<file path="src/rtl/fetch_queue_unit.sv">
// ---------------------------------------------------------------------------
// fetch_queue_unit
//   Instruction-fetch front end. Owns the fetch PC and drives a ROM with a
//   synchronous read. Fetched words go into a small prefetch FIFO, and the
//   ID stage drains that FIFO through a valid/ready handshake. The unit also
//   handles absolute and relative redirects, and it suspends and restarts
//   fetching around UART programming.
//
// Ports
//   clk, rst_n           clock, asynchronous active-low reset
//   uart_disable         1 = run, 0 = UART programming (fetch suspended)
//   pc_overload(_value)  absolute redirect request / target byte address
//   pc_offset(_base/_value) relative redirect: base + (word offset << 2)
//   id_ready             ID stage accepts the head entry this cycle
//   rom_en, rom_addr     ROM read strobe and word address
//   rom_data             ROM data, valid the cycle after rom_en
//   if_valid, if_no_op   head entry valid / its complement
//   if_instruction       head instruction word
//   if_pc                head instruction address + 4
//   pc_reset             one-cycle pulse when UART programming ends
//   queue_count          number of occupied FIFO entries
// ---------------------------------------------------------------------------
module fetch_queue_unit #(
  parameter int                    ISA_WIDTH   = 32,
  parameter int                    ADDR_WIDTH  = 14,
  parameter int                    QUEUE_DEPTH = 4,
  parameter logic [ISA_WIDTH-1:0]  RESET_PC    = '0
) (
  input  logic                            clk,
  input  logic                            rst_n,
  input  logic                            uart_disable,
  input  logic                            pc_overload,
  input  logic [ISA_WIDTH-1:0]            pc_overload_value,
  input  logic                            pc_offset,
  input  logic [ISA_WIDTH-1:0]            pc_offset_base,
  input  logic [ISA_WIDTH-1:0]            pc_offset_value,
  input  logic                            id_ready,
  output logic                            rom_en,
  output logic [ADDR_WIDTH-1:0]           rom_addr,
  input  logic [ISA_WIDTH-1:0]            rom_data,
  output logic                            if_valid,
  output logic                            if_no_op,
  output logic [ISA_WIDTH-1:0]            if_instruction,
  output logic [ISA_WIDTH-1:0]            if_pc,
  output logic                            pc_reset,
  output logic [$clog2(QUEUE_DEPTH):0]    queue_count
);

  localparam int PW = $clog2(QUEUE_DEPTH);
  localparam int CW = PW + 1;
  localparam logic [CW:0] DEPTH_C = (CW+1)'(QUEUE_DEPTH);
  localparam logic [ISA_WIDTH-1:0] LOW_MASK = ~(ISA_WIDTH'(3));

  logic [ISA_WIDTH-1:0] fetch_pc_reg;
  logic [ISA_WIDTH-1:0] instr_mem [QUEUE_DEPTH];
  logic [ISA_WIDTH-1:0] pc_mem    [QUEUE_DEPTH];
  logic [PW-1:0]        head_reg;
  logic [PW-1:0]        tail_reg;
  logic [CW-1:0]        count_reg;
  logic                 inflight_reg;
  logic [ISA_WIDTH-1:0] inflight_pc_reg;
  logic                 uart_prev_reg;
  logic [ISA_WIDTH-1:0] out_instr_reg;
  logic [ISA_WIDTH-1:0] out_pc_reg;

  logic                 suspend;
  logic                 flush;
  logic                 pop;
  logic                 push;
  logic                 issue;
  logic [CW:0]          occupancy;
  logic [PW-1:0]        head_next;
  logic [CW-1:0]        remain_after_pop;
  logic [ISA_WIDTH-1:0] redirect_target;

  assign suspend = ~uart_disable;
  assign flush   = suspend | pc_overload | pc_offset;

  // The valid output is masked during suspend. The ID stage then never sees
  // an entry that is about to be flushed.
  assign if_valid = (count_reg != '0) & uart_disable;
  assign if_no_op = ~if_valid;
  assign pop      = if_valid & id_ready;
  // A response that arrives in a flush cycle belongs to the old stream and is
  // dropped here.
  assign push     = inflight_reg & ~flush;

  // Slots committed after this cycle: stored entries plus the response in
  // flight, minus any entry popped this cycle.
  assign occupancy = {1'b0, count_reg} + (CW+1)'(inflight_reg) - (CW+1)'(pop);
  // Gating with rst_n keeps the ROM idle while reset is asserted.
  assign issue     = rst_n & ~flush & (occupancy < DEPTH_C);

  assign rom_en   = issue;
  assign rom_addr = issue ? fetch_pc_reg[ADDR_WIDTH+1:2] : '0;
  assign pc_reset = rst_n & uart_disable & ~uart_prev_reg;

  assign redirect_target = pc_overload
                         ? (pc_overload_value & LOW_MASK)
                         : ((pc_offset_base + (pc_offset_value << 2)) & LOW_MASK);

  assign head_next        = head_reg + PW'(pop);
  assign remain_after_pop = count_reg - CW'(pop);

  assign if_instruction = out_instr_reg;
  assign if_pc          = out_pc_reg;
  assign queue_count    = count_reg;

  // FIFO storage. There is no reset here, so the memory stays RAM-like.
  always_ff @(posedge clk) begin
    if (push) begin
      instr_mem[tail_reg] <= rom_data;
      pc_mem[tail_reg]    <= inflight_pc_reg;
    end
  end

  always_ff @(posedge clk or negedge rst_n) begin
    if (!rst_n) begin
      fetch_pc_reg    <= RESET_PC;
      head_reg        <= '0;
      tail_reg        <= '0;
      count_reg       <= '0;
      inflight_reg    <= 1'b0;
      inflight_pc_reg <= '0;
      uart_prev_reg   <= 1'b1;
      out_instr_reg   <= '0;
      out_pc_reg      <= '0;
    end else begin
      uart_prev_reg <= uart_disable;
      inflight_reg  <= issue;
      if (issue) begin
        inflight_pc_reg <= fetch_pc_reg + ISA_WIDTH'(4);
      end

      if (suspend) begin
        fetch_pc_reg <= RESET_PC;
      end else if (pc_overload | pc_offset) begin
        fetch_pc_reg <= redirect_target;
      end else if (issue) begin
        fetch_pc_reg <= fetch_pc_reg + ISA_WIDTH'(4);
      end

      if (flush) begin
        head_reg  <= '0;
        tail_reg  <= '0;
        count_reg <= '0;
      end else begin
        head_reg  <= head_next;
        count_reg <= count_reg + CW'(push) - CW'(pop);
        if (push) begin
          tail_reg <= tail_reg + PW'(1);
        end
        // The head output registers follow the next head entry. When the
        // queue drains they keep the last value. When only the incoming word
        // will be left, that word becomes the new head directly.
        if (remain_after_pop != '0) begin
          out_instr_reg <= instr_mem[head_next];
          out_pc_reg    <= pc_mem[head_next];
        end else if (push) begin
          out_instr_reg <= rom_data;
          out_pc_reg    <= inflight_pc_reg;
        end
      end
    end
  end

endmodule

</file>
<file path="config.mk">
export PLATFORM = sky130hd
export DESIGN_NAME = fetch_queue_unit
export DESIGN_NICKNAME = d
export VERILOG_FILES = /design/src/rtl/fetch_queue_unit.sv
export SDC_FILE = /design/constraint.sdc
export NUM_CORES = 1
export LEC_CHECK = 0
export CORE_UTILIZATION = 38
export CTS_CLUSTER_SIZE = 16
export DETAILED_ROUTE_END_ITERATION = 8
export GPL_TIMING_DRIVEN = 0
export PLACE_DENSITY_LB_ADDON = 0.05
export SLEW_MARGIN = 20
export SYNTH_ARGS = -nofsm -noshare
export SYNTH_HDL_FRONTEND = slang
export SYNTH_SLANG_ARGS = --single-unit
</file>
<file path="constraint.sdc">
create_clock -name clk -period 3.5 [get_ports clk]
set_clock_uncertainty 0.2 [all_clocks]
set_input_delay 0.525 -clock clk [delete_from_list [all_inputs] [get_ports clk]]
set_output_delay 0.525 -clock clk [all_outputs]
set_load 0.02 [all_outputs]
</file>
==> flow_summary_export.csv <==
group,metric,value,unit
cells_and_area,layout.cells.non_filler,2234,
grt,grt_overflow,0,
grt,grt_pass1_vias,12283,
drt,post_drt_via_cell_ratio,5.33,
yosys,synth_seq_area_share,0.619,
die,die_w,216,µm
status,run_status,"complete, but fails checks",
clocking,h-tree-depth,2,
yosys,syn-cell-area,17300,µm²
yosys,avgSynthCellArea,13.0,µm²
min_path,hold_class,"primary input to flip-flop",
critical_path,cp_max_fo,5,
placement,numPortBuffers,208,
critical_path,crit_path_end_kind,"output pin",
flow_run,cap_violations,0,
yosys,ys_ff_latch,379,
power_and_ir_drop,p_leak,8.18,nW
drt,wl_per_cell,21.7,µm
drt,via_count,11900,
power_and_ir_drop,p_sw_frac,0.253,
drt,postRouteWirelength,48.6,mm
yosys,synth_top_area_cell,"edfxtp_1",
clocking,cts.sinks,379,
timing,hold_slack,11.6,ps
yosys,ys.flop_type,"edfxtp_1",
grt,track_usage,0.209,
power_and_ir_drop,pwr-share-seq,0.473,
critical_path,startpoint_type,"flip-flop",
cells_and_area,area_growth_syn_to_layout,27.4,%
timing,period_minus_slack,3890,ps
placement,gp_congestion,0.808,
die,io_pins,219,
clocking,cts_max_path_buffers,3,
timing,setup_slack,-394,ps
yosys,synth_edf_count,248,
cells_and_area,top_register,"instr_mem",
power_and_ir_drop,fin_total_pwr,0.0114,W
placement,place_hpwl,33.0,mm
grt,grt_antenna_before_repair,3,
placement,dp_cells,2137,
cells_and_area,largest_reg_flops,128,
power_and_ir_drop,internal_power,0.00848,W
power_and_ir_drop,power_frac_comb,0.141,
die,die_area,46500,µm²
grt,grt_max_degree,84,
die,rows,77,
die,core-area,44600,µm²
yosys,async_reset_ff_frac,0.346,
yosys,synth_cell_types,76,
clocking,cts_made_buffers,41,
die,initial_core_util,0.389,
cells_and_area,drive_gt1_frac,0.150,
timing,setup_viol,26,
cells_and_area,diodes,0,
placement,dp_slack,-1620,ps
clocking,root_buffer,"clkbuf_16",
power_and_ir_drop,clockPowerShare,0.386,
power_and_ir_drop,power.switching,0.00288,W
critical_path,worstPathRequired,2770,ps
drt,route.detailed.drc,0,
timing,worst_pin_slew,768,ps
timing,hold_violations,0,
cells_and_area,stdcell_area,22100,µm²
timing,relSlewSlack,0.488,
yosys,synth_top_area_frac,0.429,
power_and_ir_drop,powerDensity,514,nW/µm²
drt,first_pass_iters,6,
critical_path,reg2reg_slack,-100,ps
timing,drv_slew,0,
yosys,syn_inst,1331,
power_and_ir_drop,peakVddDrop,0.000275,V
critical_path,crit_type,"flip-flop to output pin",
timing,post-route-period-util,1.11,
drt,ant_nets,0,
yosys,synthTopCellsByArea,"edfxtp_1, dfrtp_1, mux4_2, nand2_1, ha_1",
critical_path,crit_arrival,3170,ps
clocking,clk_latency,550,ps
drt,drt_first_iter_violations,845,
grt,grt_pass1_wl,74.2,mm
clocking,cts_tree,"built",
timing,grt_setup_unrepaired,"yes",
clocking,path_clk_slew,70,ps
cells_and_area,nets,1786,
placement,place_area,20400,µm²
status,violations,"negative setup slack",
die,die_h,216,µm
yosys,synth_warnings,0,
timing,fmax,257,MHz
[power groups by stage]
stage,Clock (W),Combinational (W),Sequential (W)
6_report,0.00438,0.00160,0.00537
5_1_grt,0.00465,0.00174,0.00542
4_1_cts,0.00446,0.00161,0.00538
3_5_place_dp,0,0.00159,0.00546
3_3_place_gp,0,0.00158,0.00545
2_1_floorplan,0,0.000628,0.00558
[kinds of logic after synthesis]
| family | Yosys count | share of synthesized area |
|---|---|---|
| flops | 379 | 0.619 |
| buf+inv | 101 | 0.0237 |
| other cells | 1 | 0.000216 |
| mux | 67 | 0.0835 |
| compound gates | 300 | 0.111 |
| fa+ha+maj | 43 | 0.0319 |
| simple gates | 384 | 0.103 |
| xor+xnor | 56 | 0.0283 |
[cells in the mapped netlist (24+ instances only)]
library cell  count
xor2_1           32
clkbuf_1         48
nand3_1          24
ha_1             41
inv_1            24
o21ai_0          72
nor2_1          106
xnor2_1          24
a31oi_1          39
nand2_1         156
a21oi_1          72
dfrtp_1         130
o22ai_1          29
mux4_2           62
edfxtp_1        248
[metal layers]
layer / up-vias / GRT usage / wire [µm]
met2: 299 / 0.353 / 24000
met5: - / 0 / 0
li1: 5580 / - / -
met1: 5971 / 0.283 / 21700
met3: 50 / 0.0316 / 2060
met4: 0 / 0.0478 / 777
[per-stage QoR]
stage,utilization,TNS (ps)
floorplan,-,-31.6
detailed placement,0.456,-169700
global placement,0.453,-1396390
CTS,0.492,-6430
global route,0.495,-10340
finish,0.495,-6270
[path summary, 6_finish.rpt]
| path | from | endpoint | depth (start not counted) |
|---|---|---|---|
| setup / recovery | queue_count[1] | rom_addr[9] | 13 |
| hold / removal | uart_disable | uart_prev_reg | 1 |
| setup reg to reg | queue_count[1] | if_instruction[26] | 9 |
| hold reg to reg | if_pc[28] | if_pc[28] | 2 |
| max in group asynchronous | rst_n | queue_count[1] | 3 |
| min in group asynchronous | rst_n | if_instruction[8] | 4 |
[what timing repair did]
| action | CTS | global route |
|---|---|---|
| buffers inserted | 15 | 3 |
| endpoints found under the setup margin | 137 | 98 |
| pin swaps | 4 | 0 |
| gates cloned | 2 | 0 |
| hold endpoints to repair | 48 | 48 |
| resized for setup | 130 | 23 |
[placed cells by master (no fill, tap or decap), types with 29 or more instances in the layout]
| cell | instances |
|---|---|
| edfxtp_1 | 248 |
| clkdlybuf4s50_1 | 191 |
| nand2_1 | 156 |
| dfrtp_1 | 128 |
| nor2_1 | 106 |
| o21ai_0 | 72 |
| a21oi_1 | 70 |
| mux4_2 | 62 |
| clkbuf_1 | 51 |
| clkbuf_16 | 45 |
| a31oi_1 | 39 |
| ha_1 | 39 |
| xor2_1 | 31 |
| o22ai_1 | 29 |
[final cells by class]
type / count / area, µm²
tap: 592 / 741
inverter: 24 / 95.1
buffer: 74 / 368
clock inverter: 17 / 183
fill: 3963 / 22500
clock buffer: 59 / 1170
multi-input combinational: 852 / 6340
timing repair inverter: 1 / 6.26
timing repair buffer: 236 / 2460
sequential: 379 / 10700
[worst max-delay path, stage by stage (launching register included)]
cell and delay [ps]:
dfrtp_2 400, o31a_1 320, and2_4 170, ha_4 150
inv_2 60, ha_4 110, nand3b_1 140, and4_4 200
o31ai_4 320, or2_4 240, inv_4 50, clkbuf_16 160
and2_4 170, buf_6 120
Power figures use the tool's default switching activity.
